File: src/rtl/alu_cdb_unit.sv
// RV32I integer/control execution unit sitting behind the reservation station.
// Computes one result per cycle and drives it onto the ALU common data bus one cycle later.
module alu_cdb_unit #(
    parameter int OP_W  = 6,
    parameter int ROB_W = 4,
    parameter int XLEN  = 32
) (
    input  logic             in_clk,
    input  logic             in_rst,
    input  logic             in_rdy,
    input  logic             in_rollback,
    input  logic             in_rs_enable,
    input  logic [OP_W-1:0]  in_rs_type,
    input  logic [XLEN-1:0]  in_rs_pc,
    input  logic [XLEN-1:0]  in_rs_imm,
    input  logic [XLEN-1:0]  in_rs_left_oprand,
    input  logic [XLEN-1:0]  in_rs_right_oprand,
    input  logic [ROB_W-1:0] in_rs_dest,
    output logic             out_broadcast_enable,
    output logic [ROB_W-1:0] out_broadcast_reorder,
    output logic [XLEN-1:0]  out_broadcast_result,
    output logic             out_broadcast_jump,
    output logic [XLEN-1:0]  out_broadcast_target_pc
);

    localparam logic [OP_W-1:0] OP_LUI   = OP_W'(1);
    localparam logic [OP_W-1:0] OP_AUIPC = OP_W'(2);
    localparam logic [OP_W-1:0] OP_JAL   = OP_W'(3);
    localparam logic [OP_W-1:0] OP_JALR  = OP_W'(4);
    localparam logic [OP_W-1:0] OP_BEQ   = OP_W'(5);
    localparam logic [OP_W-1:0] OP_BNE   = OP_W'(6);
    localparam logic [OP_W-1:0] OP_BLT   = OP_W'(7);
    localparam logic [OP_W-1:0] OP_BGE   = OP_W'(8);
    localparam logic [OP_W-1:0] OP_BLTU  = OP_W'(9);
    localparam logic [OP_W-1:0] OP_BGEU  = OP_W'(10);
    localparam logic [OP_W-1:0] OP_ADD   = OP_W'(11);
    localparam logic [OP_W-1:0] OP_SUB   = OP_W'(12);
    localparam logic [OP_W-1:0] OP_SLL   = OP_W'(13);
    localparam logic [OP_W-1:0] OP_SLT   = OP_W'(14);
    localparam logic [OP_W-1:0] OP_SLTU  = OP_W'(15);
    localparam logic [OP_W-1:0] OP_XOR   = OP_W'(16);
    localparam logic [OP_W-1:0] OP_SRL   = OP_W'(17);
    localparam logic [OP_W-1:0] OP_SRA   = OP_W'(18);
    localparam logic [OP_W-1:0] OP_OR    = OP_W'(19);
    localparam logic [OP_W-1:0] OP_AND   = OP_W'(20);
    localparam logic [OP_W-1:0] OP_ADDI  = OP_W'(21);
    localparam logic [OP_W-1:0] OP_SLTI  = OP_W'(22);
    localparam logic [OP_W-1:0] OP_SLTIU = OP_W'(23);
    localparam logic [OP_W-1:0] OP_XORI  = OP_W'(24);
    localparam logic [OP_W-1:0] OP_ORI   = OP_W'(25);
    localparam logic [OP_W-1:0] OP_ANDI  = OP_W'(26);
    localparam logic [OP_W-1:0] OP_SLLI  = OP_W'(27);
    localparam logic [OP_W-1:0] OP_SRLI  = OP_W'(28);
    localparam logic [OP_W-1:0] OP_SRAI  = OP_W'(29);

    logic             enable_q;
    logic [ROB_W-1:0] reorder_q;
    logic [XLEN-1:0]  result_q;
    logic             jump_q;
    logic [XLEN-1:0]  target_q;

    logic [XLEN-1:0]  result_d;
    logic             jump_d;
    logic [XLEN-1:0]  target_d;
    logic             accept_d;

    logic [XLEN-1:0]  opA;
    logic [XLEN-1:0]  opB;
    logic [4:0]       shamt;
    logic [XLEN-1:0]  pcPlus4;
    logic [XLEN-1:0]  pcImm;
    logic             ltSigned;
    logic             ltUnsigned;
    logic             isEqual;
    logic             taken;

    // Immediate-form ALU ops (ADDI..SRAI) take imm as the second operand.
    always_comb begin
        opA        = in_rs_left_oprand;
        opB        = (in_rs_type >= OP_ADDI && in_rs_type <= OP_SRAI) ? in_rs_imm : in_rs_right_oprand;
        shamt      = opB[4:0];
        pcPlus4    = in_rs_pc + XLEN'(4);
        pcImm      = in_rs_pc + in_rs_imm;
        ltSigned   = $signed(opA) < $signed(opB);
        ltUnsigned = opA < opB;
        isEqual    = opA == opB;
    end

    always_comb begin
        result_d = '0;
        jump_d   = 1'b0;
        target_d = pcPlus4;
        taken    = 1'b0;
        case (in_rs_type)
            OP_LUI:   result_d = in_rs_imm;
            OP_AUIPC: result_d = pcImm;
            OP_JAL: begin
                result_d = pcPlus4;
                jump_d   = 1'b1;
                target_d = pcImm;
            end
            OP_JALR: begin
                result_d = pcPlus4;
                jump_d   = 1'b1;
                target_d = (in_rs_left_oprand + in_rs_imm) & ~XLEN'(1);
            end
            OP_BEQ, OP_BNE, OP_BLT, OP_BGE, OP_BLTU, OP_BGEU: begin
                case (in_rs_type)
                    OP_BEQ:  taken = isEqual;
                    OP_BNE:  taken = !isEqual;
                    OP_BLT:  taken = ltSigned;
                    OP_BGE:  taken = !ltSigned;
                    OP_BLTU: taken = ltUnsigned;
                    default: taken = !ltUnsigned;
                endcase
                jump_d   = taken;
                target_d = taken ? pcImm : pcPlus4;
            end
            OP_ADD, OP_ADDI:   result_d = opA + opB;
            OP_SUB:            result_d = opA - opB;
            OP_SLL, OP_SLLI:   result_d = opA << shamt;
            OP_SLT, OP_SLTI:   result_d = XLEN'(ltSigned);
            OP_SLTU, OP_SLTIU: result_d = XLEN'(ltUnsigned);
            OP_XOR, OP_XORI:   result_d = opA ^ opB;
            OP_SRL, OP_SRLI:   result_d = opA >> shamt;
            OP_SRA, OP_SRAI:   result_d = XLEN'($signed(opA) >>> shamt);
            OP_OR, OP_ORI:     result_d = opA | opB;
            OP_AND, OP_ANDI:   result_d = opA & opB;
            default: ;
        endcase
        accept_d = in_rs_enable && (in_rs_dest != '0);
    end

    // Rollback beats stall beats issue; a stall freezes the bus so a pending broadcast stays visible.
    always_ff @(posedge in_clk or negedge in_rst) begin
        if (!in_rst) begin
            enable_q  <= 1'b0;
            reorder_q <= '0;
            result_q  <= '0;
            jump_q    <= 1'b0;
            target_q  <= '0;
        end else if (in_rollback) begin
            enable_q <= 1'b0;
        end else if (in_rdy) begin
            if (accept_d) begin
                enable_q  <= 1'b1;
                reorder_q <= in_rs_dest;
                result_q  <= result_d;
                jump_q    <= jump_d;
                target_q  <= target_d;
            end else begin
                enable_q <= 1'b0;
            end
        end
    end

    assign out_broadcast_enable    = enable_q;
    assign out_broadcast_reorder   = reorder_q;
    assign out_broadcast_result    = result_q;
    assign out_broadcast_jump      = jump_q;
    assign out_broadcast_target_pc = target_q;

endmodule

File: config.mk
export PLATFORM = sky130hd
export DESIGN_NAME = alu_cdb_unit
export DESIGN_NICKNAME = d
export VERILOG_FILES = /design/src/rtl/alu_cdb_unit.sv
export SDC_FILE = /design/constraint.sdc
export NUM_CORES = 1
export LEC_CHECK = 0
export BUFFER_PORTS_ARGS = -buffer_cell sky130_fd_sc_hd__buf_2
export CAP_MARGIN = 5
export CORE_MARGIN = 2
export CORE_UTILIZATION = 30
export DETAILED_ROUTE_END_ITERATION = 10
export GPL_TIMING_DRIVEN = 1
export HOLD_SLACK_MARGIN = 0.06
export PLACE_DENSITY_LB_ADDON = 0.1
export SYNTH_ARGS = -nofsm -noshare
export SYNTH_HDL_FRONTEND = slang
export SYNTH_SLANG_ARGS = --single-unit
File: constraint.sdc
create_clock -name in_clk -period 1.7 [get_ports in_clk]
set_clock_uncertainty 0.05 [all_clocks]
set_input_delay 0.085 -clock in_clk [delete_from_list [all_inputs] [get_ports in_clk]]
set_output_delay 0.085 -clock in_clk [all_outputs]
set_load 0.1 [all_outputs]
## After elaboration in Yosys (flattened, before gate mapping)

Index checks and enable logic that the tools add are counted.

- Word-level logic and storage cells: 80
- Bits of input ports: 143
- Output and inout bits: 70
- Bits in registers: 70

- Bitwise operators: 4
- Reductions and logical operators: 19
- Order comparisons: 4
- Add/subtract/negate cells: 5
- Eq/ne operators: 30
- Shift operators: 3
- Multiplexer cells: 10

Operators by type and width:

| kind | count |
|---|---|
| $pmux W32 S13 | 1 |
| $add A32 B32 Y32 | 3 |
| $pmux W32 S3 | 1 |
| $eq A6 B5 Y1 const B | 14 |
| $lt A32 B32 Y1 | 2 |
| $mux W32 | 2 |
| $eq A6 B4 Y1 const B | 8 |
| $add A32 B3 Y32 const B | 1 |
| $and A32 B32 Y32 | 1 |
| $eq A32 B32 Y1 | 1 |
| $or A32 B32 Y32 | 1 |
| $shl A32 B5 Y32 | 1 |
| $shr A32 B5 Y32 | 1 |
| $sshr A32 B5 Y32 | 1 |
| $sub A32 B32 Y32 | 1 |
| $xor A32 B32 Y32 | 1 |
| $eq A6 B3 Y1 const B | 4 |
| $reduce_or A2 Y1 | 10 |
| $eq A6 B2 Y1 const B | 2 |
| $eq A6 B1 Y1 const B | 1 |
| $ge A6 B5 Y1 const B | 1 |
| $le A6 B5 Y1 const B | 1 |
| $reduce_or A6 Y1 | 1 |
| $pmux W1 S5 | 1 |
| other kinds (8) | 14 |

## Depth between registers and ports, before layout

- Depth after elaboration: 9
- Gate-level depth with buffers: 23
- Depth with buffers taken out: 17

## Worst setup path before layout

No wires, ideal clock.

- Kind: input-to-reg
- Start: input port in_rs_type[1]
- End: register target_q[26] (netlist: out_broadcast_target_pc[26])
- Required time: 1.517 ns
- Path slack: -3.636 ns
- Setup time: 0.133 ns
- Buffers on the path: 4
- Arrival time: 5.153 ns
- Stages on the path: 20
- Cells stage by stage: clkbuf_1 -> o21a_1 -> o211ai_2 -> clkbuf_1 -> mux2_2 -> inv_1 -> ha_1 -> buf_6 -> or4_4 -> or4b_4 -> or3_1 -> nor4_2 -> mux2i_1 -> a211oi_2 -> a211oi_2 -> nor2_4 -> buf_6 -> mux2i_1 -> a2111oi_0 -> nor2_1

- Longest elaborated chain between the ends: 9
- Elaborated cells between the ends (all ways): 23
- Classes of those cells: order compare: 4; eq/ne: 9; mux: 5; reduce/logical: 5

Ends and longest elaborated chain:

| item | RTL line | RTL |
|---|---|---|
| from (decl) | 13 | `input logic [OP_W-1:0] in_rs_type,` |
| $ge A6 B5 Y1 or $le A6 B5 Y1 (tied branches) | 80 | `opB = (in_rs_type >= OP_ADDI && in_rs_type <= OP_SRAI) ? in_rs_imm : in_rs_right_oprand;` |
| $logic_and A1 B1 Y1 | 80 |  |
| $mux W32 | 80 |  |
| $lt A32 B32 Y1 (tied with other cells) | 85 | `ltUnsigned = opA < opB;` |
| $logic_not A1 Y1, on equally long branches | 114, 110, 112 |  |
| $pmux W1 S5 | 108 | `case (in_rs_type)` |
| $mux W1 | 94 | `case (in_rs_type)` |
| $mux W32 | 117 | `target_d = taken ? pcImm : pcPlus4;` |
| $pmux W32 S3 (*) | 94 |  |
| to (signal assigned) | 150 | `target_q <= target_d;` |
| to (decl) | 60 | `logic [XLEN-1:0] target_q;` |

Every way passes the cells marked *; elsewhere a longest branch is shown, timed or not. The select of a mux whose other input is x is not followed.
A chain may end at the register's enable or synchronous reset.

## Final worst setup path

- Start: input port in_rs_type[4]
- End: register target_q[2] (netlist: out_broadcast_target_pc[2])

The elaborated chain is that of the path after synthesis.

==> results.py <==
metrics = {
    "status": {
        "outcome": "complete, but fails checks",
        "violations": "negative setup slack",
    },
    "cells_and_area": {
        "final_common_cell": "buf_4",
        "num-nets-final": 3851,
        "register_area_um2": 1750,
        "stdcell_count": 4311,
        "fill_cells": 5533,
        "num_antenna_cells": 0,
        "area_growth_pct": 75.5,
        "final_cell_mix": "976 x buf_4, 207 x buf_2, 204 x nand2_1",
        "drive_gt1_frac": 0.482,
        "multi_input_area_um2": 16400,
    },
    "placement": {
        "gp_congestion": 1.00,
        "dp_cells": 4190,
        "io_buffer_count": 212,
        "dp_hpwl_mm": 96.8,
    },
    "timing": {
        "rsz0062_at_grt": "yes",
        "post-route-period-util": 2.77,
        "setup_viol": 65,
        "max_slew_margin": 0.342,
        "worstMarginPinSlew_ps": 987,
        "worst_hold_slack_ps": 74.2,
        "setup_ws_ps": -3010,
        "slew_viol_final": 0,
        "period_minus_slack_ps": 4710,
        "fmax_ghz": 0.212,
        "hold_viol_final": 0,
    },
    "logic_synthesis": {
        "seq_area_frac_synth": 0.103,
        "synth.ff_latch_count": 70,
        "synth_xor_area_frac": 0.0621,
        "synth_top_family_by_area": "compound AO/OA/AOI/OAI gates",
        "syn_inst": 2388,
        "synth_compound_area_frac": 0.350,
        "synth_edf_count": 0,
        "syn_nets": 2688,
        "async_flop_share": 1.00,
        "syn_area_per_cell_um2": 7.14,
        "synth-warning-count": 0,
        "muxShareOfSynthArea": 0.111,
        "synth_adder_area_share": 0.117,
        "netlist_area_um2": 17100,
        "ys_types": 100,
        "synth_ff_type": "dfrtp_1",
        "synth-simple-area-share": 0.185,
    },
    "route": {
        "first_pass_iters": 7,
        "totalWireLength_mm": 118,
        "post_drt_wl_per_cell_um": 27.4,
        "viasPerCell": 5.81,
        "drt-initial-drc-count": 2847,
        "drc_errors": 0,
        "ant_nets": 0,
        "vias": 25000,
    },
    "global_routing": {
        "grt_usage": 0.388,
        "grt_pass1_wl_mm": 167,
        "grt_pass1_vias": 24400,
        "antenna_found_initial": 0,
        "grt_max_degree": 68,
        "grt-ovfl-total": 0,
    },
    "critical_path": {
        "worst_ep_arrival_time_ps": 4930,
        "reg2reg_depth": 7,
        "r2r_end": "out_broadcast_result[23]",
        "rrSetupSlack_ps": -350,
        "cp_max_fo": 8,
        "setup.worst_path.class": "in2reg",
        "worstPathCellList": "buf_6, nor2b_4, o211ai_4, buf_12, buf_12, buf_16, mux2_4, inv_4, ha_4, or4_4, or4b_4, or3_4, nor4_4, mux2i_1, a211oi_2, a211oi_4, nor2_4, buf_4, buf_6, a21oi_4, nor2_1, o32a_1",
        "cp.required_ps": 1920,
        "start_kind": "input pin",
        "slowest_delay_ps": 550,
        "end_kind": "register",
        "crit_slowest_cell": "or4b_4",
        "r2r-start": "out_broadcast_result[23]",
    },
    "die": {
        "fp.dieW_um": 242,
        "die_area_um2": 58800,
        "ioPinCount": 213,
        "start_util": 0.303,
        "coreArea_um2": 56300,
        "die_h_um": 242,
        "fp-row-count": 87,
    },
    "pwr": {
        "power.density_nw_per_um2": 639,
        "ir_drop_mv": 0.575,
        "p_leak_nw": 14.1,
    },
    "job": {
        "max_cap_viol_count": 0,
    },
    "cts": {
        "cts.htree.levels": 3,
        "insertion_delay_ps": 390,
        "cts_buffer_depth": 2,
        "cts_tree": "built",
        "cts_made_buffers": 9,
        "cts.sinks": 70,
        "cts-root-buf": "clkbuf_16",
        "clk_pin_slew_ps": 70,
    },
    "hold_path": {
        "hold_path_class": "in2async",
    },
}
metrics by stage:
stage	utilization	instance area, um^2	total power [mW]	setup TNS (ps)	worst slack, ps
floorplan	-	17300	8.97	-172540	-3110
global placement	0.465	26100	14.6	-202040	-3580
detailed placement	0.465	26100	14.7	-205330	-3680
CTS	0.515	29000	18.3	-157840	-2930
global route	0.532	29900	19.9	-170830	-3090
finish	0.532	29900	19.1	-166860	-3010
flip-flops by register name (all words and copies together) (netlist names):
signal,flops
out_broadcast_target_pc,32
out_broadcast_reorder,4
out_broadcast_result,32
out_broadcast_jump,1
out_broadcast_enable,1
synthesized netlist by cell type, types with 9 or more instances:
library cell  instances  area share
o21ai_1              19      0.0056
nor3_1               44       0.013
a31oi_1              43       0.016
ha_1                154        0.11
and3_1               23      0.0084
xnor2_1              68       0.035
o21a_1               15      0.0066
or3_1                 9      0.0033
a211oi_1             37       0.016
o2111ai_1            17      0.0087
o22ai_1              34       0.012
a221oi_1             55       0.028
nor4_1               16      0.0059
o21ai_0             114       0.033
o21bai_1             26       0.011
a21oi_1             239       0.070
and2_1               13      0.0048
o31ai_1              14      0.0062
a221o_1              14      0.0082
nand2_1             216       0.048
nand3_1              64       0.019
buf_6                 9      0.0059
nor2b_1              10      0.0037
mux2_2               41       0.027
nand2b_1             18      0.0066
nand4_1              16      0.0059
nor2_1              222       0.049
dfrtp_1              70        0.10
a311oi_1             13      0.0067
a21boi_0              9      0.0040
mux2i_1             139       0.082
o211ai_1             54       0.024
o221ai_1             27       0.014
a21o_1               54       0.024
inv_1               124       0.027
a222oi_1             11      0.0065
a22oi_1              14      0.0062
buf_1                22      0.0048
xor2_1               53       0.027
clkbuf_1            109       0.024
kinds of logic (layout without fill, tap and decap cells):
kind of cell             count (synthesis)  in the layout
AO/OA/AOI/OAI                          885            885
XOR/XNOR                               121            121
adder cells (fa/ha/maj)                157            157
buffers and inverters                  283           1450
flip-flops                              70             70
multiplexers                           183            183
AND/OR/NAND/NOR                        689            689
cell type report:
cell class,count,area share
multi-input cells,2035,0.546
repair buffers,1308,0.336
flip-flops and latches,70,0.0585
well taps,756,0.0316
inverters,127,0.0170
clock buffers,12,0.00857
clock inverters,3,0.00226
worst max-delay path by stage:
stage	slack (ps)	from	end
global route	-3090	in_rs_type[1]	out_broadcast_target_pc[25]
finish	-3010	in_rs_type[4]	out_broadcast_target_pc[2]
detailed placement	-3680	in_rs_type[4]	out_broadcast_target_pc[4]
floorplan	-3110	in_rs_type[1]	out_broadcast_target_pc[17]
global placement	-3580	in_rs_type[4]	out_broadcast_target_pc[28]
CTS	-2930	in_rs_type[4]	out_broadcast_target_pc[4]
per-layer routing:
layer	track usage	share of wire
met1	0.552	0.45
met2	0.582	0.43
met3	0.0600	0.081
met4	0.149	0.040
met5	0	0
where the power goes:
group	internal, mW	switching [mW]
Sequential	1.96	0.250
Clock	1.36	1.00
Combinational	5.82	8.74
critical path, delay by kind of cell:
kind / cells / cell delay, ps
buffers and inverters: 7 / 830
muxes: 2 / 570
adders and majority gates: 1 / 190
and+or+nand+nor: 7 / 2210
AOI/OAI and AO/OA: 5 / 1000
timing repair:
action	CTS	global route
gates cloned	5	0
hold endpoints to repair	75	0
hold buffers	9	0
endpoints found under the setup margin	65	65
setup buffers	80	38
gates resized for setup	386	161
pin swaps	157	103
Note: power is estimated with default switching activity, not from simulation.
